`config.mk`:
```
export PLATFORM = sky130hd
export DESIGN_NAME = microc_call_flat
export DESIGN_NICKNAME = d
export VERILOG_FILES = /design/src/rtl/microc_call_if.sv /design/src/rtl/microc_call.sv /design/src/flat_wrapper.sv
export SDC_FILE = /design/constraint.sdc
export NUM_CORES = 1
export LEC_CHECK = 0
export ABC_CLOCK_PERIOD_IN_PS = 7150
export CORE_UTILIZATION = 29
export DETAILED_ROUTE_END_ITERATION = 8
export GPL_ROUTABILITY_DRIVEN = 0
export GPL_TIMING_DRIVEN = 1
export HOLD_SLACK_MARGIN = 0.1
export PLACE_DENSITY = 0.42
export SLEW_MARGIN = 20
export SYNTH_ARGS = -nofsm -noshare
export SYNTH_HDL_FRONTEND = slang
export SYNTH_SLANG_ARGS = --single-unit
```
`constraint.sdc`:
```
create_clock -name clk -period 7.15 [get_ports clk]
set_input_delay 2.145 -clock clk [delete_from_list [all_inputs] [get_ports clk]]
set_output_delay 2.145 -clock clk [all_outputs]
set_load 0.02 [all_outputs]
```
`src/rtl/microc_call_if.sv`:
```
// -----------------------------------------------------------------------------
// microc_call_if
// Bundles the datapath <-> control-unit / program-memory signals of microc_call.
//
//   instr     : 16-bit instruction word fetched from address pc
//   pc        : current program counter (program memory address)
//   opcode    : instr[15:10], handed to the external control unit
//   s_inc     : 1 = sequential next PC, 0 = jump to target
//   s_inm     : 1 = ALU A is the immediate, 0 = ALU A is register read port 1
//   we3, wez  : register-file and flag write enables
//   op        : ALU operation
//   call, ret : subroutine call / return strobes
//   z, c      : registered zero and carry flags
//   sp        : return-stack occupancy 0..STK_DEPTH
//   stk_full, stk_empty, stk_err : return-stack status (stk_err sticky)
//
// master : control unit / program memory side
// slave  : datapath side
// -----------------------------------------------------------------------------
interface microc_call_if #(
    parameter int PC_W      = 10,
    parameter int STK_DEPTH = 4
);
    localparam int SPW = $clog2(STK_DEPTH) + 1;

    logic [15:0]     instr;
    logic [PC_W-1:0] pc;
    logic [5:0]      opcode;
    logic            s_inc;
    logic            s_inm;
    logic            we3;
    logic            wez;
    logic [2:0]      op;
    logic            call;
    logic            ret;
    logic            z;
    logic            c;
    logic [SPW-1:0]  sp;
    logic            stk_full;
    logic            stk_empty;
    logic            stk_err;

    modport master (
        output instr, s_inc, s_inm, we3, wez, op, call, ret,
        input  pc, opcode, z, c, sp, stk_full, stk_empty, stk_err
    );

    modport slave (
        input  instr, s_inc, s_inm, we3, wez, op, call, ret,
        output pc, opcode, z, c, sp, stk_full, stk_empty, stk_err
    );
endinterface

```
`src/rtl/microc_call.sv`:
```
// -----------------------------------------------------------------------------
// microc_call
// Single-cycle microcontroller datapath with a hardware return-address stack.
// An external control unit decodes `opcode` and drives the control strobes;
// every instruction completes in one clock.
//
// Ports:
//   clk   : clock, all state updates on the rising edge
//   reset : asynchronous, active-low; clears PC, flags, registers and stack
//   bus   : microc_call_if.slave (instruction in, PC/status out, strobes in)
//
// Parameters:
//   PC_W      : program counter width; jump/call target = instr[PC_W-1:0]
//   DW        : data width; immediate = instr[11:4] zero-extended
//   STK_DEPTH : return-stack entries (power of two)
// -----------------------------------------------------------------------------
module microc_call #(
    parameter int PC_W      = 10,
    parameter int DW        = 8,
    parameter int STK_DEPTH = 4
) (
    input  logic          clk,
    input  logic          reset,
    microc_call_if.slave  bus
);
    localparam int             SPW     = $clog2(STK_DEPTH) + 1;
    localparam int             IDXW    = $clog2(STK_DEPTH);
    localparam logic [SPW-1:0] SP_FULL = SPW'(STK_DEPTH);

    typedef enum logic [2:0] {
        ALU_PASS = 3'b000,
        ALU_NOT  = 3'b001,
        ALU_ADD  = 3'b010,
        ALU_SUB  = 3'b011,
        ALU_AND  = 3'b100,
        ALU_OR   = 3'b101,
        ALU_NEGA = 3'b110,
        ALU_NEGB = 3'b111
    } alu_op_e;

    // Architectural state
    logic [PC_W-1:0] pc_q, pc_d;
    logic [SPW-1:0]  sp_q, sp_d;
    logic            stk_err_q, stk_err_d;
    logic            z_q, z_d;
    logic            c_q, c_d;
    logic [DW-1:0]   rf_q  [16];
    logic [PC_W-1:0] stk_q [STK_DEPTH];

    // Decode
    logic [3:0]      ra1, ra2, wa3;
    logic [DW-1:0]   imm, rd1, rd2;
    logic [PC_W-1:0] target, pc_inc;
    logic [IDXW-1:0] push_idx, pop_idx;
    logic            push;

    assign ra1      = bus.instr[11:8];
    assign ra2      = bus.s_inm ? bus.instr[3:0] : bus.instr[7:4];
    assign wa3      = bus.instr[3:0];
    assign imm      = DW'(bus.instr[11:4]);
    assign target   = bus.instr[PC_W-1:0];
    assign pc_inc   = pc_q + PC_W'(1);       // wraps modulo 2^PC_W
    assign push_idx = sp_q[IDXW-1:0];
    assign pop_idx  = IDXW'(sp_q - SPW'(1)); // only used when sp_q > 0

    // R0 is hard-wired to zero on both read ports
    assign rd1 = (ra1 == 4'd0) ? '0 : rf_q[ra1];
    assign rd2 = (ra2 == 4'd0) ? '0 : rf_q[ra2];

    // ALU
    logic [DW-1:0] alu_a, alu_b, alu_y;
    logic          alu_cy;

    assign alu_a = bus.s_inm ? imm : rd1;
    assign alu_b = rd2;

    always_comb begin
        // NOTE: every output gets a default first so no path leaves it unassigned (no latches).
        alu_y  = '0;
        alu_cy = 1'b0;
        case (alu_op_e'(bus.op))
            ALU_PASS: alu_y = alu_a;
            ALU_NOT:  alu_y = ~alu_a;
            ALU_ADD:  {alu_cy, alu_y} = {1'b0, alu_a} + {1'b0, alu_b};
            ALU_SUB: begin
                alu_y  = alu_a - alu_b;
                alu_cy = (alu_a < alu_b);    // borrow
            end
            ALU_AND:  alu_y = alu_a & alu_b;
            ALU_OR:   alu_y = alu_a | alu_b;
            ALU_NEGA: alu_y = '0 - alu_a;
            ALU_NEGB: alu_y = '0 - alu_b;
            default:  alu_y = '0;
        endcase
    end

    // z and c update together, only when wez is asserted
    assign z_d = bus.wez ? (alu_y == '0) : z_q;
    assign c_d = bus.wez ? alu_cy : c_q;

    // Next PC / return stack. ret takes priority over call; a simultaneous
    // call is ignored entirely (no push).
    always_comb begin
        pc_d      = bus.s_inc ? pc_inc : target;
        sp_d      = sp_q;
        stk_err_d = stk_err_q;
        push      = 1'b0;
        if (bus.ret) begin
            if (sp_q != '0) begin
                pc_d = stk_q[pop_idx];
                sp_d = sp_q - SPW'(1);
            end else begin
                pc_d      = pc_inc;          // underflow: fall through
                stk_err_d = 1'b1;
            end
        end else if (bus.call) begin
            pc_d = target;                   // jump is taken even on overflow
            if (sp_q != SP_FULL) begin
                push = 1'b1;
                sp_d = sp_q + SPW'(1);
            end else begin
                stk_err_d = 1'b1;            // push dropped
            end
        end
    end

    always_ff @(posedge clk or negedge reset) begin
        // NOTE: state registers use non-blocking assignments so all updates see pre-edge values.
        if (!reset) begin
            pc_q      <= '0;
            sp_q      <= '0;
            stk_err_q <= 1'b0;
            z_q       <= 1'b0;
            c_q       <= 1'b0;
        end else begin
            pc_q      <= pc_d;
            sp_q      <= sp_d;
            stk_err_q <= stk_err_d;
            z_q       <= z_d;
            c_q       <= c_d;
        end
    end

    // Register file: write visible from the next cycle, R0 never written
    always_ff @(posedge clk or negedge reset) begin
        // NOTE: these arrays need a defined power-up state, so they are reset as flops rather than inferred as RAM.
        if (!reset) begin
            for (int i = 0; i < 16; i++) rf_q[i] <= '0;
        end else if (bus.we3 && (wa3 != 4'd0)) begin
            rf_q[wa3] <= alu_y;
        end
    end

    always_ff @(posedge clk or negedge reset) begin
        if (!reset) begin
            for (int i = 0; i < STK_DEPTH; i++) stk_q[i] <= '0;
        end else if (push) begin
            stk_q[push_idx] <= pc_inc;
        end
    end

    // Outputs
    assign bus.pc        = pc_q;
    assign bus.opcode    = bus.instr[15:10];
    assign bus.z         = z_q;
    assign bus.c         = c_q;
    assign bus.sp        = sp_q;
    assign bus.stk_full  = (sp_q == SP_FULL);
    assign bus.stk_empty = (sp_q == '0);
    assign bus.stk_err   = stk_err_q;

endmodule
```
`src/flat_wrapper.sv`:
```
// flat-port wrapper written by rule: the top's interface ports become plain ports
module microc_call_flat 
#(
    parameter int PC_W      = 10,
    parameter int DW        = 8,
    parameter int STK_DEPTH = 4
)
  (clk, reset, bus_instr, bus_s_inc, bus_s_inm, bus_we3, bus_wez, bus_op, bus_call, bus_ret, bus_pc, bus_opcode, bus_z, bus_c, bus_sp, bus_stk_full, bus_stk_empty, bus_stk_err);
  microc_call_if #(.PC_W(PC_W), .STK_DEPTH(STK_DEPTH)) bus_i ();
  input  logic clk;
  input  logic reset;
  input wire logic [$bits(bus_i.instr)-1:0] bus_instr;
  input wire logic [$bits(bus_i.s_inc)-1:0] bus_s_inc;
  input wire logic [$bits(bus_i.s_inm)-1:0] bus_s_inm;
  input wire logic [$bits(bus_i.we3)-1:0] bus_we3;
  input wire logic [$bits(bus_i.wez)-1:0] bus_wez;
  input wire logic [$bits(bus_i.op)-1:0] bus_op;
  input wire logic [$bits(bus_i.call)-1:0] bus_call;
  input wire logic [$bits(bus_i.ret)-1:0] bus_ret;
  output wire logic [$bits(bus_i.pc)-1:0] bus_pc;
  output wire logic [$bits(bus_i.opcode)-1:0] bus_opcode;
  output wire logic [$bits(bus_i.z)-1:0] bus_z;
  output wire logic [$bits(bus_i.c)-1:0] bus_c;
  output wire logic [$bits(bus_i.sp)-1:0] bus_sp;
  output wire logic [$bits(bus_i.stk_full)-1:0] bus_stk_full;
  output wire logic [$bits(bus_i.stk_empty)-1:0] bus_stk_empty;
  output wire logic [$bits(bus_i.stk_err)-1:0] bus_stk_err;
  assign bus_i.instr = bus_instr;
  assign bus_i.s_inc = bus_s_inc;
  assign bus_i.s_inm = bus_s_inm;
  assign bus_i.we3 = bus_we3;
  assign bus_i.wez = bus_wez;
  assign bus_i.op = bus_op;
  assign bus_i.call = bus_call;
  assign bus_i.ret = bus_ret;
  assign bus_pc = bus_i.pc;
  assign bus_opcode = bus_i.opcode;
  assign bus_z = bus_i.z;
  assign bus_c = bus_i.c;
  assign bus_sp = bus_i.sp;
  assign bus_stk_full = bus_i.stk_full;
  assign bus_stk_empty = bus_i.stk_empty;
  assign bus_stk_err = bus_i.stk_err;
  microc_call #(.PC_W(PC_W), .DW(DW), .STK_DEPTH(STK_DEPTH)) u_core (.clk(clk), .reset(reset), .bus(bus_i));
endmodule
```
### Yosys cells after proc, flatten, opt, wreduce, memory -nomap -nowiden

Cells that the tools add are included.

* bits in registers: 184
* input port bits: 27
* word-level logic and storage cells: 110
* output and inout port bits: 24

* $lt $le $gt $ge: 8
* reductions and logical operators: 14
* multiplexer cells: 36
* bitwise operators: 8
* add/sub/neg operators: 7
* equal/unequal tests: 12

Operators by type and width (count)
* 128-bit bitwise mux: 1
* 10-bit 2-to-1 mux: 7
* 8-bit binary-select mux with 4-bit select: 2
* 8-bit 2-to-1 mux: 8
* 8-bit one-hot mux with 8 select lines: 1
* 40-bit bitwise mux: 1
* 8-bit demux with 4-bit select: 1
* 10-bit binary-select mux with 2-bit select: 1
* 10-bit demux with 2-bit select: 1
* 1-bit by 8-bit subtractor with 8-bit output, first input constant: 2
* 3-bit == test, second input constant: 5
* 5-bit greater-or-equal comparator, second input constant: 3
* 4-bit NOT with 5-bit output: 3
* 3-bit 2-to-1 mux: 4
* 10-bit by 1-bit adder with 10-bit output, second input constant: 1
* 8-bit by 8-bit adder with 9-bit output: 1
* 8-bit AND: 1
* 4-bit logical NOT: 2
* 8-bit logical NOT: 1
* 8-bit < comparator: 1
* 8-bit NOT: 1
* 8-bit OR: 1
* 8-bit subtractor: 1
* 1-bit 2-to-1 mux: 7
* 19 further kinds: 28

### Longest topological paths before layout

* depth after elaboration: 9
* mapped depth: 23
* mapped depth without buffers: 19

### Worst setup path before layout

Ideal clock, no wire load.

* kind: in2reg
* start: input port bus_instr[8]
* end: register u_core.rf_q[71] (netlist bit)
* setup slack: 1003 ps
* setup time: 125 ps
* arrival: 6022 ps
* data required time: 7025 ps
* path buffers: 3
* stages: 17
* cells stage by stage: buf_6 -> buf_6 -> mux4_2 -> mux2_2 -> a221o_1 -> ha_1 -> nor2b_1 -> o21ai_0 -> a211o_1 -> a21oi_1 -> o22ai_1 -> or3_1 -> a31oi_1 -> o221a_2 -> a31oi_4 -> buf_4 -> mux2_2

* word-level cells in the longest chain between the ends: 9
* elaborated cells on any way between the ends: 15
* classes of those cells: add/sub (3); mux (7); bitwise (4); reduce/logical (1)

Ends and longest elaborated chain
* start: declaration: line flat_wrapper.sv:12 `input wire logic [$bits(bus_i.instr)-1:0] bus_instr;`
* 4-bit NOT with 5-bit output (implied by the code): line microc_call.sv:67 `assign rd1 = (ra1 == 4'd0) ? '0 : rf_q[ra1];`
* 8-bit binary-select mux with 4-bit select: line microc_call.sv:67
* 8-bit 2-to-1 mux (implied by the code) (2 in a row): line microc_call.sv:67
* 8-bit 2-to-1 mux: line microc_call.sv:67
* 8-bit 2-to-1 mux *: line microc_call.sv:74 `assign alu_a = bus.s_inm ? imm : rd1;`
* 1-bit by 8-bit subtractor with 8-bit output, or another cell as far along: line microc_call.sv:91 `ALU_NEGA: alu_y = '0 - alu_a;`
* 8-bit one-hot mux with 8 select lines *: line microc_call.sv:81 `case (alu_op_e'(bus.op))`
* 128-bit bitwise mux *: line microc_call.sv:150 `rf_q[wa3] <= alu_y;`
* end signal: indexed assignment: line microc_call.sv:150
* end: declaration: line microc_call.sv:47 `logic [DW-1:0] rf_q [16];`

Mark *: on every way between the ends. The rest lies on a longest branch, timed or not. The select of a mux whose other input is x is not followed.
A chain may end at the register's enable or synchronous reset.

### Worst setup path in the final report

* start: input port bus_instr[0]
* end: register u_core.rf_q[95] (netlist bit)

* word-level cells in the longest chain between the ends: 9
* elaborated cells on any way between the ends: 22
* classes of those cells: add/sub (3); order compare (2); mux (9); bitwise (4); reduce/logical (4)

Ends and longest elaborated chain
* 4-bit 2-to-1 mux: line microc_call.sv:58 `assign ra2 = bus.s_inm ? bus.instr[3:0] : bus.instr[7:4];`
* 4-bit NOT with 5-bit output (implied by the code): line microc_call.sv:68 `assign rd2 = (ra2 == 4'd0) ? '0 : rf_q[ra2];`
* 8-bit binary-select mux with 4-bit select: line microc_call.sv:68
* 8-bit 2-to-1 mux (implied by the code) (2 in a row): line microc_call.sv:68
* 8-bit 2-to-1 mux: line microc_call.sv:68
* 1-bit by 8-bit subtractor with 8-bit output, or another cell as far along: line microc_call.sv:92 `ALU_NEGB: alu_y = '0 - alu_b;`
* 8-bit one-hot mux with 8 select lines: line microc_call.sv:81
* 128-bit bitwise mux: line microc_call.sv:150

Several ways; a longest one is shown, not always the timed one. The select of a mux whose other input is x is not followed.

==> impl_results.md <==
- Outcome: completed
- Worst-path clk slew: approximately 0.07 ns
- Rel. slew slack: 0.322
- Leak: about 5.5 nW
- Overflow after GRT: 0
- # Post-CTS Setup Buffers: 0
- Post-synthesis sequential area ratio: 0.393
- CP startpoint kind: input pin
- Layout Cells excl Fill: ~1800
- Hold_sp: u_core.rf_q[127]
- Total global-route track usage: 0.200
- Setup TNS: 0 ns
- Initial antenna violation count: 0
- DP Cell Count: about 1700
- CTS max path bufs: 2
- 1st-pass router iterations: 5
- Power Dens Cells: about 340 nW/um^2
- Num ports: 51
- Cell Area, Synth: 11700 sq um
- Crit. End Element: flip-flop
- Yosys cell types: between 80 and 90
- Fraction of registers with async set/reset: 1.00
- IO buf count: 42
- Mapped Cells: approximately 1200
- Die Y-Extent: approximately 200 microns
- Post-synth top area share: 0.393
- Crit path launch: bus_instr[0]
- F_max: between 0.15 and 0.2 GHz
- Critical-path top delay cell: a41oi_1
- Setup CP Type: in2reg
- Largest net degree at the start of global routing: roughly 120
- Critical path's top delay family: compound AO/OA/AOI/OAI gates
- Max FO, Critical Path: 22
- FP Rows: 73
- 1st-iter DRT viols: between 600 and 700
- Area contributors post-synth: dfrtp_1 39%, mux4_2 9.1%, nand2_1 6.6%, o21ai_0 5.8%, mux2_2 5.3%
- TritonCTS Sinks: ~180
- Fin nets: approximately 1300
- Fin crit share: 0.918
- Tmin final: roughly 6.6 ns
- Half-perimeter wire length after placement: about 27000 microns
- Post-Route Utilization: 0.334
- Post-synth top cells: 206 x nand2_1, 183 x dfrtp_1, 134 x o21ai_0
- FF-to-FF Start: u_core.rf_q[32]
- Hold crit path type: reg2reg
- Hold Worst Slack: 0.376 ns
- Count leader, synth: nand2_1
- H-tree depth: 4
- Largest area contributor in the synthesized netlist: dfrtp_1
- Final setup viols: 0
- Area grow syn2layout: 13.6%
- Antenna diodes: 0
- Vias in the first global route: roughly 9400
- Layout Skew: approximately 0.016 ns
- WL final: ~40000 microns
- Drt via density: 5.31
- Worst-margin pin slew: slightly above 1 ns
- CP bufs+invs: 2
- Final hold vios: 0
- Vias: 9386
- Core area: 39600 sq um
- Worst Path Arrival: 6.90 ns
- Die W: about 200 microns
- Syn_area_per_cell: ~9.5 sq um
- Synth warn: 0
- Starting density of the core: 0.294
- Hold Buf Count CTS: 0
- DRC errors left: 0
- CTS tree: done
- Clock root buffer: clkbuf_16
- Post-CTS sizing: 0
- Die area: between 40000 and 50000 sq um
- WL/cell: roughly 22 microns
- Peak per-stage delay on the critical path: 0.64 ns
- Top_reg_cell synth: dfrtp_1
- Max-cap violations: 0
- Post-synth EDFFs: 0
- Flops & latches, synth: 183
- Worst path cell trace: clkdlybuf4s50_1, buf_4, a21boi_0, mux2_2, a221oi_1, o21ai_0, a41oi_1, ha_1, a211o_1, a21oi_1, o22ai_1, or3_1, a31oi_1, o221a_2, a31oi_4, mux2_2
- Worst EP required: roughly 7.5 ns
- CP most frequent cell: mux2_2
- RSZ-0062 raised after global routing: false
- Layout cells sized above 1: 0.167
- Final slew viol count: 0
- Later-pin clock latency in the skew report: approximately 0.46 ns
- Post-DRT Antenna Nets: 0
- VDD IR max: between 0.00015 and 0.0002 V
- Net Count, Synth: approximately 1300
- First-pass GRT wire length: 60600 microns
- Number of buffers created by CTS: 17
-- per-layer routing --
metal	vias up	global-route usage	wire length [microns]
met3	46	0.0348	1650
li1	4403	-	-
met2	229	0.311	17900
met4	0	0.0634	866
met1	4708	0.280	19100
met5	-	0	0
-- final cells by class --
cell class	count	area (sq um)
fillers	4148	26400
multi-input cells	904	6440
flip-flops and latches	183	4580
repair buffers	89	815
well taps	525	657
clock buffers	17	425
clock inverters	15	185
inverters	36	135
-- registers in the layout (all words and copies together) (netlist names) --
signal              cells
u_core.bus.z            1
u_core.stk_q           40
u_core.bus.pc          10
u_core.rf_q           127
u_core.bus.c            1
u_core.bus.stk_err      1
u_core.bus.sp           3
-- final timing paths --
path	endpoint	slack, ns	cells after the start
max	u_core.rf_q[95]	0.59	16
min	u_core.rf_q[127]	0.38	0
max reg2reg	u_core.rf_q[86]	2.76	20
min reg2reg	u_core.rf_q[127]	0.38	0
max in group asynchronous	u_core.rf_q[37]	4.37	2
min in group asynchronous	u_core.bus.sp[0]	1.66	1
-- power breakdown --
group / switching, mW / leakage [nW] / total (mW) / internal [mW]
sequential: 0.335 / 2.28 / 1.73 / 1.40
clock: 0.468 / 0.295 / 0.999 / 0.531
combinational: 0.921 / 2.97 / 1.73 / 0.813
total: 1.72 / 5.54 / 4.46 / 2.74
-- kinds of logic after synthesis --
family / count (synthesis) / synth area share
AO/OA/AOI/OAI: 350 / 0.190
XOR/XNOR: 17 / 0.0128
adder cells (fa/ha/maj): 33 / 0.0367
buffers and inverters: 137 / 0.0547
flip-flops: 183 / 0.393
multiplexers: 135 / 0.175
AND/OR/NAND/NOR: 369 / 0.138
-- stage by stage --
stage | cell area (sq um) | power, mW | setup WS, ns
2_1_floorplan | 11700 | 2.88 | 1.00
5_1_grt | 13200 | 4.78 | 0.220
4_1_cts | 13200 | 4.51 | 0.428
6_report | 13200 | 4.46 | 0.588
3_3_place_gp | 12600 | 3.48 | -0.0614
3_5_place_dp | 12600 | 3.49 | -0.0670
-- placed cells by master, fill, tap and decap left out, drive strengths merged, types with 4 or more instances in the layout --
| cell type | instances |
|---|---|
| nand2 | 207 |
| o21ai | 138 |
| o22ai | 7 |
| clkinv | 5 |
| buf | 50 |
| mux2i | 30 |
| mux2 | 57 |
| a31oi | 9 |
| nand3 | 14 |
| mux4 | 48 |
| nor3 | 12 |
| xor2 | 9 |
| nor2b | 19 |
| nand2b | 11 |
| and2 | 4 |
| o221ai | 6 |
| o21bai | 6 |
| nor2 | 73 |
| o21a | 5 |
| a211oi | 9 |
| a21oi | 80 |
| a221oi | 6 |
| dfrtp | 183 |
| a211o | 5 |
| o31ai | 15 |
| a21boi | 6 |
| a221o | 6 |
| inv | 42 |
| nand4 | 5 |
| ha | 31 |
| clkdlybuf4s50 | 37 |
| a21o | 11 |
| or3 | 4 |
| o32ai | 6 |
| clkbuf | 18 |
| a22o | 7 |
| xnor2 | 8 |
(Power assumes the default switching activity.)
